[config.mk]
export PLATFORM = sky130hd
export DESIGN_NAME = pit_bus_sequencer
export DESIGN_NICKNAME = d
export VERILOG_FILES = /design/src/rtl/pit_bus_sequencer.sv
export SDC_FILE = /design/constraint.sdc
export NUM_CORES = 1
export LEC_CHECK = 0
export CAP_MARGIN = 25
export CORE_ASPECT_RATIO = 0.9
export CORE_MARGIN = 2
export CORE_UTILIZATION = 48
export DETAILED_ROUTE_END_ITERATION = 10
export PLACE_DENSITY_LB_ADDON = 0.25
export SYNTH_ARGS = -nofsm -noshare
export SYNTH_HDL_FRONTEND = slang
export SYNTH_SLANG_ARGS = --single-unit
[constraint.sdc]
create_clock -name clk -period 2.9 [get_ports clk]
set_clock_uncertainty 0.2 [all_clocks]
set_input_delay 0.58 -clock clk [delete_from_list [all_inputs] [get_ports clk]]
set_output_delay 0.58 -clock clk [all_outputs]
set_load 0.02 [all_outputs]
[src/rtl/pit_bus_sequencer.sv]
// Host-side bus master that turns single-cycle requests into timed 8254 bus cycles.
// Optional 2-entry request FIFO in front of the FSM is enabled by defining PIT_SEQ_CMD_FIFO_EN.
module pit_bus_sequencer #(
    parameter int SETUP_CYC   = 1,
    parameter int STROBE_CYC  = 2,
    parameter int HOLD_CYC    = 1,
    parameter int RECOVER_CYC = 1
) (
    input  logic        clk,
    input  logic        rst_n,
    input  logic        req_valid,
    output logic        req_ready,
    input  logic [1:0]  req_op,
    input  logic [1:0]  req_addr,
    input  logic [15:0] req_wdata,
    output logic        rsp_valid,
    output logic [15:0] rsp_data,
    output logic        busy,
    output logic        cs_n,
    output logic        rd_n,
    output logic        wr_n,
    output logic        a0,
    output logic        a1,
    output logic [7:0]  d_out,
    output logic        d_oe,
    input  logic [7:0]  d_in
);

    localparam logic [2:0] ST_IDLE    = 3'd0;
    localparam logic [2:0] ST_SETUP   = 3'd1;
    localparam logic [2:0] ST_STROBE  = 3'd2;
    localparam logic [2:0] ST_HOLD    = 3'd3;
    localparam logic [2:0] ST_RECOVER = 3'd4;

    localparam logic [3:0] SETUP_LD   = 4'(SETUP_CYC - 1);
    localparam logic [3:0] STROBE_LD  = 4'(STROBE_CYC - 1);
    localparam logic [3:0] HOLD_LD    = 4'(HOLD_CYC - 1);
    localparam logic [3:0] RECOVER_LD = 4'(RECOVER_CYC - 1);

    logic [2:0]  state_q, state_d;
    logic [3:0]  cnt_q, cnt_d;
    logic [1:0]  op_q, op_d;
    logic [1:0]  addr_q, addr_d;
    logic [15:0] wdata_q, wdata_d;
    logic        byte_q, byte_d;
    logic        rsp_valid_q, rsp_valid_d;
    logic [15:0] rsp_data_q, rsp_data_d;
    logic        cs_n_q, cs_n_d, rd_n_q, rd_n_d, wr_n_q, wr_n_d;
    logic [1:0]  a_q, a_d;
    logic [7:0]  d_out_q, d_out_d;
    logic        d_oe_q, d_oe_d;
    logic        busy_q, busy_d;

    logic        start;
    logic [1:0]  start_op, start_addr;
    logic [15:0] start_wdata;
    logic        advance, is_wr, active;

`ifdef PIT_SEQ_CMD_FIFO_EN
    logic [19:0] fifo_q [2];
    logic [19:0] fifo_d [2];
    logic        wr_ptr_q, wr_ptr_d, rd_ptr_q, rd_ptr_d;
    logic [1:0]  count_q, count_d;
    logic        push;

    assign req_ready = (count_q != 2'd2);
    assign push      = req_valid && req_ready;
    assign start     = (state_q == ST_IDLE) && (count_q != 2'd0);
    assign {start_op, start_addr, start_wdata} = fifo_q[rd_ptr_q];
    assign busy      = busy_q || (count_q != 2'd0);

    always_comb begin
        fifo_d   = fifo_q;
        wr_ptr_d = wr_ptr_q;
        rd_ptr_d = rd_ptr_q;
        if (push) begin
            fifo_d[wr_ptr_q] = {req_op, req_addr, req_wdata};
            wr_ptr_d         = ~wr_ptr_q;
        end
        if (start) begin
            rd_ptr_d = ~rd_ptr_q;
        end
        count_d = count_q + {1'b0, push} - {1'b0, start};
    end

    always_ff @(posedge clk) begin
        if (!rst_n) begin
            fifo_q[0] <= '0;
            fifo_q[1] <= '0;
            wr_ptr_q  <= 1'b0;
            rd_ptr_q  <= 1'b0;
            count_q   <= 2'd0;
        end else begin
            fifo_q   <= fifo_d;
            wr_ptr_q <= wr_ptr_d;
            rd_ptr_q <= rd_ptr_d;
            count_q  <= count_d;
        end
    end
`else
    assign req_ready   = (state_q == ST_IDLE);
    assign start       = req_valid && req_ready;
    assign start_op    = req_op;
    assign start_addr  = req_addr;
    assign start_wdata = req_wdata;
    assign busy        = busy_q;
`endif

    always_comb begin
        state_d     = state_q;
        cnt_d       = cnt_q;
        op_d        = op_q;
        addr_d      = addr_q;
        wdata_d     = wdata_q;
        byte_d      = byte_q;
        rsp_valid_d = 1'b0;
        rsp_data_d  = rsp_data_q;
        advance     = (cnt_q == 4'd0);
        case (state_q)
            ST_IDLE: begin
                if (start) begin
                    state_d    = ST_SETUP;
                    op_d       = start_op;
                    addr_d     = start_addr;
                    wdata_d    = start_wdata;
                    byte_d     = 1'b0;
                    rsp_data_d = '0;
                end
            end
            ST_SETUP:  if (advance) state_d = ST_STROBE;
            ST_STROBE: begin
                if (advance) begin
                    state_d = ST_HOLD;
                    if (op_q[0]) begin
                        if (byte_q) rsp_data_d[15:8] = d_in;
                        else        rsp_data_d[7:0]  = d_in;
                    end
                end
            end
            ST_HOLD:   if (advance) state_d = ST_RECOVER;
            ST_RECOVER: begin
                if (advance) begin
                    if (op_q[1] && !byte_q) begin
                        byte_d  = 1'b1;
                        state_d = ST_SETUP;
                    end else begin
                        state_d     = ST_IDLE;
                        rsp_valid_d = 1'b1;
                    end
                end
            end
            default: state_d = ST_IDLE;
        endcase

        // Every state change reloads the dwell counter, including RECOVER back to SETUP.
        if (state_d != state_q) begin
            case (state_d)
                ST_SETUP:   cnt_d = SETUP_LD;
                ST_STROBE:  cnt_d = STROBE_LD;
                ST_HOLD:    cnt_d = HOLD_LD;
                ST_RECOVER: cnt_d = RECOVER_LD;
                default:    cnt_d = 4'd0;
            endcase
        end else if (!advance) begin
            cnt_d = cnt_q - 4'd1;
        end
    end

    // Pin values are derived from the next state so they appear registered on state entry.
    always_comb begin
        is_wr   = !op_d[0];
        active  = (state_d == ST_SETUP) || (state_d == ST_STROBE) || (state_d == ST_HOLD);
        cs_n_d  = !active;
        wr_n_d  = !((state_d == ST_STROBE) && is_wr);
        rd_n_d  = !((state_d == ST_STROBE) && !is_wr);
        d_oe_d  = active && is_wr;
        d_out_d = d_out_q;
        a_d     = a_q;
        busy_d  = (state_d != ST_IDLE);
        if (state_d == ST_SETUP) begin
            a_d = addr_d;
            if (is_wr) d_out_d = byte_d ? wdata_d[15:8] : wdata_d[7:0];
        end
    end

    always_ff @(posedge clk) begin
        if (!rst_n) begin
            state_q     <= ST_IDLE;
            cnt_q       <= 4'd0;
            op_q        <= 2'd0;
            addr_q      <= 2'd0;
            wdata_q     <= 16'd0;
            byte_q      <= 1'b0;
            rsp_valid_q <= 1'b0;
            rsp_data_q  <= 16'd0;
            cs_n_q      <= 1'b1;
            rd_n_q      <= 1'b1;
            wr_n_q      <= 1'b1;
            a_q         <= 2'd0;
            d_out_q     <= 8'd0;
            d_oe_q      <= 1'b0;
            busy_q      <= 1'b0;
        end else begin
            state_q     <= state_d;
            cnt_q       <= cnt_d;
            op_q        <= op_d;
            addr_q      <= addr_d;
            wdata_q     <= wdata_d;
            byte_q      <= byte_d;
            rsp_valid_q <= rsp_valid_d;
            rsp_data_q  <= rsp_data_d;
            cs_n_q      <= cs_n_d;
            rd_n_q      <= rd_n_d;
            wr_n_q      <= wr_n_d;
            a_q         <= a_d;
            d_out_q     <= d_out_d;
            d_oe_q      <= d_oe_d;
            busy_q      <= busy_d;
        end
    end

    assign rsp_valid = rsp_valid_q;
    assign rsp_data  = rsp_data_q;
    assign cs_n      = cs_n_q;
    assign rd_n      = rd_n_q;
    assign wr_n      = wr_n_q;
    assign a1        = a_q[1];
    assign a0        = a_q[0];
    assign d_out     = d_out_q;
    assign d_oe      = d_oe_q;

endmodule

Word level (Yosys, flattened, before mapping)

Index checks and enable logic that the tools add are counted.

Bits in registers: 60
Bits of input ports: 31
Output and inout port bits: 33

Add/sub/neg operators: 1
Eq/ne operators: 14
Multiplexer cells: 28
Bitwise operators: 1
Reduce and logical (&&, ||, !) cells: 21

Operator list:

| operator                                              | number |
|---|---|
| 2-to-1 mux 16 bit                                     | 5 |
| case mux 16 bit (2 select lines)                      | 1 |
| 2-to-1 mux 8 bit                                      | 3 |
| 2-to-1 mux 3 bit                                      | 5 |
| case mux 3 bit (5 select lines)                       | 1 |
| equality test 3 x 2 -> 1 bit, second input constant   | 4 |
| AND reduction 5 bit                                   | 2 |
| 2-to-1 mux 1 bit                                      | 8 |
| 2-to-1 mux 4 bit                                      | 2 |
| inequality test 2 bit, second input constant          | 4 |
| equality test 3 x 1 -> 1 bit, second input constant   | 2 |
| logical AND 1 bit                                     | 5 |
| zero test 1 bit                                       | 5 |
| zero test 4 bit                                       | 1 |
| 2-to-1 mux 2 bit                                      | 2 |
| inequality test 2 x 1 -> 1 bit, second input constant | 2 |
| AND reduction 2 bit                                   | 2 |
| subtractor 4 x 1 -> 4 bit, second input constant      | 1 |
| equality test 3 bit, second input constant            | 1 |
| zero test 3 bit                                       | 1 |
| inequality test 3 bit                                 | 1 |
| AND reduction 3 bit                                   | 1 |
| nonzero test 3 bit                                    | 1 |
| logical OR 1 bit                                      | 2 |
| 3 further kinds                                       | 3 |

Logic depth before layout (Yosys ltp)

Gate-level depths: netlist (run 1).

Depth after elaboration: 9
Mapped depth: 9
Gate-level depth less buffers: 7

Least setup slack after synthesis (run 1)

Ideal clock, no wire load.

Kind: reg2reg
Start point: reg cnt_q[0]
End point: reg rsp_data_q[0] (netlist: rsp_data[0])
Setup time: 117 ps
Data arrival time: 1,867 ps
Data required time: 2,583 ps
Path slack: 716 ps
Stages on the path, launching flop included: 10
Buffers on the path: 2
Path through: dfxtp_1 inv_1 ha_1 or3b_1 buf_6 nor3_4 o21ai_1 and2_1 buf_6 a32o_1

Longest elaborated chain between the ends: 3

Ends and longest elaborated chain:

| what                            | line | RTL |
|---|---|---|
| start, declared                 | 41   | `logic [3:0] cnt_q, cnt_d;` |
| start signal, assigned          | 205  | `cnt_q <= cnt_d;` |
| zero test 4 bit                 | 118  | `advance = (cnt_q == 4'd0);` |
| inequality test 2 bit (no line) | --   |  |
| AND reduction 5 bit (no line)   | --   |  |
| end signal, assigned            | 211  | `rsp_data_q <= rsp_data_d;` |
| end, declared                   | 47   | `logic [15:0] rsp_data_q, rsp_data_d;` |

No other way between the ends.
A chain may end at the register's enable or synchronous reset.

Worst setup path after layout (run 1)

Start point: reg state_q[0]
End point: out req_ready

Longest elaborated chain between the ends: 1

Ends and longest elaborated chain:

| what                   | line | RTL |
|---|---|---|
| start, declared        | 40   | `logic [2:0] state_q, state_d;` |
| start signal, assigned | 204  | `state_q <= state_d;` |
| zero test 3 bit        | 101  | `assign req_ready = (state_q == ST_IDLE);` |
| end, declared          | 12   | `output logic req_ready,` |

No other way between the ends.

==> impl_metrics.ini, run 1 <==
[run_status]
outcome = finished, final reports clean

[finish]
diodes = 0
nFillCells = 421
design_area_sq_um = 3382
layout.nets = 375
layout-drive-gt1-share_pct = 8.986
syn2layout_area_growth_pct = 34.75
final_core_util_pct = 68.26

[synthesis]
synthFlopType = dfxtp_1
yosys.area.top_type_share_pct = 47.86
yosys_warnings = 0
syn_avg_cell_area_sq_um = 9.028
netlist_area_sq_um = 2510
yosys-top-cells-area = dfxtp_1, nand2_1, a21boi_0
syn_inst = 278
netlist.top_cell.by_area = dfxtp_1
syn-num-nets = 310
synth.distinct_cells = 51
synth_edf_count = 0
synth-seq-area-share_pct = 47.86
synth_commonest_cells = dfxtp_1, nand2_1, o21ai_0, a21boi_0, a21oi_1
synth.most_common_cell = dfxtp_1
yosys_register_bits = 60
synthArstFlopShare_pct = 0

[grt]
grt_pass1_wl_um = 10070
grt_overflow = 0
grt_pass1_vias = 2184
track_usage_pct = 22.58
grt_max_degree = 23
antenna_found_initial = 0

[sta]
min_period_over_period_pct = 91.34
tns_ns = 0
slew-limit-headroom_pct = 48.42
drv_slew = 0
clock.fmax_ghz = 0.3775
setup_viol = 0
max_slew.worst_pin.slew_ns = 0.7721
fin_crit_ns = 2.649
rsz0062_at_grt = no
hold_viol = 0

[detailed_routing]
dr_total_vias = 2232
via_per_inst = 5.444
wire_per_inst_um = 14.93
drtPass1Iterations = 4
wirelength_um = 6121
ant_nets = 0
drtIter0Drc = 154
route.detailed.drc = 0

[critical_path]
critPathMaxFanout = 15
cp.required_ns = 2.12
start_kind = flip-flop
crit_type = flip-flop to primary output
arrival_ns = 1.87
end_kind = primary output

[floorplan]
start_util_pct = 50.66
die-area_sq_um = 5824
die_h_um = 72.60
coreArea_sq_um = 4955
top_level_ports = 64
rows = 24
die_w_um = 80.23

[placement]
port_buffers = 63
dpl.hpwl_um = 4301
placed_cell_area_sq_um = 3204
place_congestion = 0.7724

[min_path]
hp-class = flip-flop to flip-flop

[clocking]
cts_tree = yes
clk_latency_ns = 0.33
clock_path_buffers = 2
cts_buffers = 9
root_buffer = clkbuf_8
cts_setup_buffers = 0
ctsHoldBuffers = 0
cts_resized = 0
path_clk_slew_ns = 0.06
cts_htree_levels = 3
cts.sinks = 60

[job]
drv_cap = 0

[power_and_ir_drop]
ir_drop_v = 0.0005379
p_leak_nw = 1.278
power-per-cell-area_nw_per_um2 = 920.8
==> worst paths after layout <==
| path | from | cells after the start | endpoint | slack (ns) |
|---|---|---|---|---|
| min reg2reg | rsp_data[11] | 1 | rsp_data[11] | 0.26 |
| max | state_q[0] | 3 | req_ready | 0.25 |
| min | rsp_data[11] | 1 | rsp_data[11] | 0.26 |
| max reg2reg | cnt_q[0] | 7 | rsp_data[15] | 0.48 |
==> critical path, cell delays in order, from the launching register on <==
cell,delay (ns)
dfxtp_1,0.46
or2_2,0.36
nor2_1,0.10
clkdlybuf4s50_1,0.61
==> final cells by class <==
| cell class | instances | area, sq um | share of cell area, % |
|---|---|---|---|
| clock buffer | 10 | 137.6 | 4.070 |
| clock inverter | 3 | 40.04 | 1.184 |
| inverter | 3 | 11.26 | 0.3330 |
| multi-input combinational | 195 | 1197 | 35.41 |
| sequential | 60 | 1201 | 35.52 |
| tap | 65 | 81.33 | 2.405 |
| timing repair buffer | 74 | 713.2 | 21.09 |
==> layout by cell type (no fill, tap or decap), types with 7 or more instances in the layout <==
master,count
dfxtp_1,60
a21oi_1,17
a21boi_0,19
nor2_1,15
nand2_1,53
clkbuf_8,10
a32o_1,8
o2bb2ai_1,7
buf_4,11
o21ai_0,20
clkdlybuf4s50_1,63
==> power breakdown <==
group / leakage (nW) / switching [W] / internal [W]
Combinational: 0.694 / 0.000723 / 0.000552
Sequential: 0.490 / 0.000141 / 0.000996
Clock: 0.0939 / 0.000299 / 0.000402
Total: 1.28 / 0.00116 / 0.00195
==> state kept, by name, indices dropped and copies added, names as in the netlist, 2 cells and up <==
signal / cells
rsp_data: 16
wdata_q: 16
d_out: 8
cnt_q: 4
state_q: 3
a_q: 2
addr_q: 2
op_q: 2
==> metal layers <==
metal  track usage (%)  up-vias  wire [um]
li1                  -     1114          -
met1             27.03     1047       2717
met5                 0        -          0
met4             6.591        0         77
met2             37.69       63       2993
met3             8.911        8        332
==> cells by family (layout without fill, tap and decap cells) <==
logic type                 after synthesis  count (layout)  share of synthesized area [%]
AOI/OAI and AO/OA                       86              86                          23.98
xor gates and xnor gates                 3               3                          1.047
adders and majority gates                1               1                         0.4984
buffers and inverters                   23              90                          4.437
DFF                                     60              60                          47.86
muxes                                    5               5                          2.044
and+or+nand+nor                        100             100                          20.14
==> through the flow <==
step / total power, W / std cells / setup WS [ns] / hold WS (ns)
floorplan: 0.002022 / 278 / 0.7155 / 0.2439
global placement: 0.002383 / 397 / 0.2680 / 0.2460
detailed placement: 0.002423 / 397 / 0.2322 / 0.2474
CTS: 0.003128 / 410 / 0.2276 / 0.2653
global route: 0.003327 / 410 / 0.1570 / 0.2802
finish: 0.003114 / 410 / 0.2510 / 0.2588
Power figures use the tool's default switching activity.
==> inputs of run 2 (changes only) <==
--- a/config.mk
+++ b/config.mk
@@ -5,7 +5,7 @@
 export SDC_FILE = /design/constraint.sdc
 export NUM_CORES = 1
 export LEC_CHECK = 0
-export CAP_MARGIN = 25
+export CAP_MARGIN = 30
 export CORE_ASPECT_RATIO = 0.9
 export CORE_MARGIN = 2
 export CORE_UTILIZATION = 48
==> constraint.sdc (replaced) <==
create_clock -name clk -period 2.9 [get_ports clk]
set_clock_uncertainty 0.2 [all_clocks]
set_input_delay 0.29 -clock clk [delete_from_list [all_inputs] [get_ports clk]]
set_output_delay 0.29 -clock clk [all_outputs]
set_load 0.02 [all_outputs]
==> run 2 against run 1 <==
Compared with the run above:
- die area did not move
- power rose by 0.14%
- sequential power barely moved
- critical path type unchanged
- critical endpoint unchanged
- highest routed layer unchanged
==> impl_metrics.ini, run 2 (synthesis results as in run 1) <==
[run_status]
outcome = finished, final reports clean

[detailed_routing]
ant_nets = 0
wire_per_inst_um = 13.75
via_per_inst = 5.416
route.detailed.drc = 0
drtPass1Iterations = 4
wirelength_um = 5652
drtIter0Drc = 146
dr_total_vias = 2226

[sta]
min_period_over_period_pct = 81.53
holdWs_ns = 0.2634
drv_slew = 0
setup_viol = 0
clock.fmax_ghz = 0.4229
max_slew.worst_pin.slew_ns = 0.6330
slew-limit-headroom_pct = 57.71
rsz0062_at_grt = no
hold_viol = 0
fin_crit_ns = 2.364
tns_ns = 0
timing.final.ws_setup_ns = 0.5356

[critical_path]
reg2reg_to = d_out[7]
critPathMaxStageDelay_ns = 0.61
path_cells = or2_2 -> nor2_1 -> clkdlybuf4s50_1
critPathMaxFanout = 14
crit_slowest_cell = clkdlybuf4s50_1
arrival_ns = 1.87
end_kind = primary output
reg2reg_from = cnt_q[0]
cp.required_ns = 2.41
rrSetupSlack_ns = 0.63
path_delay_family = buffers and inverters
crit_buf_inv = 1
start_kind = flip-flop
worstRegToRegCells = 8
crit_type = flip-flop to primary output

[power_and_ir_drop]
power-per-cell-area_nw_per_um2 = 920.1
ir_drop_v = 0.0004512
p_leak_nw = 1.282

[grt]
antenna_found_initial = 0
groute.layer.met3.usage_pct = 8.292
grt_max_degree = 27
grt_pass1_vias = 2159
track_usage_pct = 21.77
grt_busiest_layer = met2
grt_pass1_wl_um = 9777
grt_overflow = 0
use_met1_pct = 26.82
met2_usage_pct = 35.00

[min_path]
hp-start = rsp_data[14]
hold_end = rsp_data[14]
hp-class = flip-flop to flip-flop
holdPathStages = 1

[floorplan]
die_h_um = 72.60
rows = 24
die_w_um = 80.23
top_level_ports = 64
coreArea_sq_um = 4955
die-area_sq_um = 5824
start_util_pct = 50.66

[finish]
final_cell_mix = clkdlybuf4s50_1, dfxtp_1, nand2_1, o21ai_0, a21boi_0
fin_cells = 411
layout.nets = 376
diodes = 0
layout-drive-gt1-share_pct = 9.249
syn2layout_area_growth_pct = 35.04
final_common_cell = clkdlybuf4s50_1

[placement]
dpl.hpwl_um = 3952
place_congestion = 0.7966
port_buffers = 63
dp_slack_ns = 0.4958
dpl.cell_count = 398

[clocking]
clock_path_buffers = 2
cts_setup_buffers = 0
cts.sinks = 60
ctsHoldBuffers = 0
root_buffer = clkbuf_8
cts_resized = 0
cts_htree_levels = 3
cts_tree = yes
path_clk_slew_ns = 0.06
cts_buffers = 9
clk_latency_ns = 0.33

[job]
drv_cap = 0
## run 2: changes by cell type in the layout (fill, tap and decap cells not counted), sizes merged
cell	previous run	this run
buf	11	12
## run 2: per-stage QoR
step | total power (W) | util [%] | area, sq um
after CTS | 0.003140 | 68.41 | 3390
final | 0.003119 | 68.41 | 3390
after floorplan | 0.002022 | - | 2510
after global routing | 0.003351 | 68.41 | 3390
after detailed placement | 0.002432 | 64.82 | 3212
after global placement | 0.002411 | 64.82 | 3212
## run 2: where the power goes
group | total, W | switching [W] | internal (W)
logic | 0.00128 | 0.000704 | 0.000574
clock network | 0.000699 | 0.000296 | 0.000402
registers | 0.00114 | 0.000146 | 0.000996
## run 2: final cells by class
cell class                 count  area [sq um]
fill                         427          1565
sequential                    60          1201
multi-input combinational    195          1197
timing repair buffer          75         720.7
clock buffer                  10         137.6
tap                           65         81.33
clock inverter                 3         40.04
inverter                       3         11.26
## run 2: how the worst max path moves through the flow
stage          startpoint           end  slack, ns  cells after the start
3_3_place_gp    req_valid      d_out[7]       0.55                      7
6_report       state_q[2]     req_ready       0.54                      3
2_1_floorplan    cnt_q[0]   rsp_data[0]       0.72                      9
5_1_grt          cnt_q[0]  rsp_data[15]       0.42                      8
4_1_cts        state_q[0]     req_ready       0.51                      3
3_5_place_dp    req_valid      d_out[7]       0.50                      7
## run 2: layer usage
metal  share of wire, %  wire, um
met1                 45      2534
met2                 48      2693
met3                6.1       342
met4                1.5        82
met5                  0         0
==> inputs of run 3 (changes only) <==
==> constraint.sdc (replaced) <==
create_clock -name clk -period 2.4 [get_ports clk]
set_clock_uncertainty 0.2 [all_clocks]
set_input_delay 0.24 -clock clk [delete_from_list [all_inputs] [get_ports clk]]
set_output_delay 0.24 -clock clk [all_outputs]
set_load 0.02 [all_outputs]
==> run 3 against run 2 <==
Compared with the run above:
- sequential power increased by 19%
- final area up 1.8%
- power grew 25%
==> impl_metrics.ini, run 3 (synthesis results as in run 1) <==
[critical_path]
crit_buf_inv = 1
end_kind = primary output
path_delay_family = buffers and inverters
cp.required_ns = 1.96
start_kind = flip-flop
crit_slowest_cell = clkdlybuf4s50_1
arrival_ns = 1.87
path_cells = or2_2 -> nor2_1 -> clkdlybuf4s50_1
crit_type = flip-flop to primary output
critPathMaxStageDelay_ns = 0.60
critPathMaxFanout = 15

[clocking]
cts_resized = 0
cts_buffers = 9
cts.sinks = 60
cts_htree_levels = 3
cts_tree = yes
clock_path_buffers = 2
root_buffer = clkbuf_8
clk_latency_ns = 0.34
cts_setup_buffers = 0
ctsHoldBuffers = 0
path_clk_slew_ns = 0.07

[placement]
dpl.cell_count = 402
dpl.hpwl_um = 4147
placed_cell_area_sq_um = 3242
dp_slack_ns = 0.07907
place_congestion = 0.8903
port_buffers = 63

[finish]
diodes = 0
design_area_sq_um = 3450
layout.nets = 380
fin_cells = 418
layout-drive-gt1-share_pct = 11.33
final_cell_mix = clkdlybuf4s50_1, dfxtp_1, nand2_1, o21ai_0, a21boi_0
syn2layout_area_growth_pct = 37.44
final_common_cell = clkdlybuf4s50_1

[detailed_routing]
drtPass1Iterations = 4
wire_per_inst_um = 14.12
via_per_inst = 5.297
drtIter0Drc = 121
wirelength_um = 5901
dr_total_vias = 2214
route.detailed.drc = 0
ant_nets = 0

[sta]
max_slew.worst_pin.slew_ns = 0.5191
timing.final.ws_setup_ns = 0.09441
hold_viol = 0
fin_crit_ns = 2.306
rsz0062_at_grt = no
drv_slew = 0
tns_ns = 0
clock.fmax_ghz = 0.4337
setup_viol = 0
slew-limit-headroom_pct = 65.35
min_period_over_period_pct = 96.07

[power_and_ir_drop]
ir_drop_v = 0.0006134
power-per-cell-area_nw_per_um2 = 1128
p_leak_nw = 1.308

[floorplan]
start_util_pct = 50.66
die_h_um = 72.60
rows = 24
coreArea_sq_um = 4955
die-area_sq_um = 5824
top_level_ports = 64
die_w_um = 80.23

[grt]
grt_overflow = 0
antenna_found_initial = 0
track_usage_pct = 22.48
grt_pass1_wl_um = 9936
grt_pass1_vias = 2197
grt_max_degree = 23

[job]
drv_cap = 0

[run_status]
outcome = finished, final reports clean

[min_path]
hp-class = input pin to flip-flop
run 3: path summary, 6_finish.rpt:
path                                    start           to  slack [ns]  depth (start not counted)
worst max-delay path               state_q[0]    req_ready        0.09                          3
worst max register to register       cnt_q[0]     d_out[7]        0.14                          8
worst min register to register     wdata_q[7]   wdata_q[7]        0.27                          2
worst min-delay path            req_wdata[12]  wdata_q[12]        0.25                          3
run 3: cell type report:
| cell class | instances | area [sq um] |
|---|---|---|
| fillers | 400 | 1505 |
| well taps | 65 | 81.33 |
| clock inverters | 6 | 63.81 |
| repair buffers | 79 | 750.7 |
| flip-flops and latches | 60 | 1201 |
| inverters | 3 | 11.26 |
| clock buffers | 10 | 137.6 |
| multi-input cells | 195 | 1204 |
run 3: metrics by stage:
stage               power [W]  hold WS [ns]  util [%]
global route         0.004158        0.2582     69.62
finish               0.003892        0.2516     69.62
floorplan            0.002443        0.1819         -
global placement     0.002944        0.2469     65.43
CTS                  0.003908        0.2421     69.49
detailed placement   0.002986        0.2472     65.43
run 3: per-layer routing:
| layer | GRT usage (%) | vias up | routed length (um) |
|---|---|---|---|
| met2 | 36.67 | 55 | 2778 |
| met3 | 9.653 | 8 | 340 |
| met4 | 6.591 | 0 | 57 |
| met5 | 0 | - | 0 |
| met1 | 27.13 | 1030 | 2725 |
| li1 | - | 1121 | - |
run 3: where the power goes:
part,total [W],internal [W],leakage [nW],switching [W]
sequential,0.00136,0.00120,0.490,0.000155
combinational,0.00162,0.000732,0.720,0.000889
clock,0.000913,0.000505,0.0983,0.000408
total,0.00389,0.00244,1.31,0.00145
run 3: tightest hold or removal path: stages:
cell and delay, ns:
clkdlybuf4s50_1 0.39, nand2_1 0.05, a21boi_0 0.06
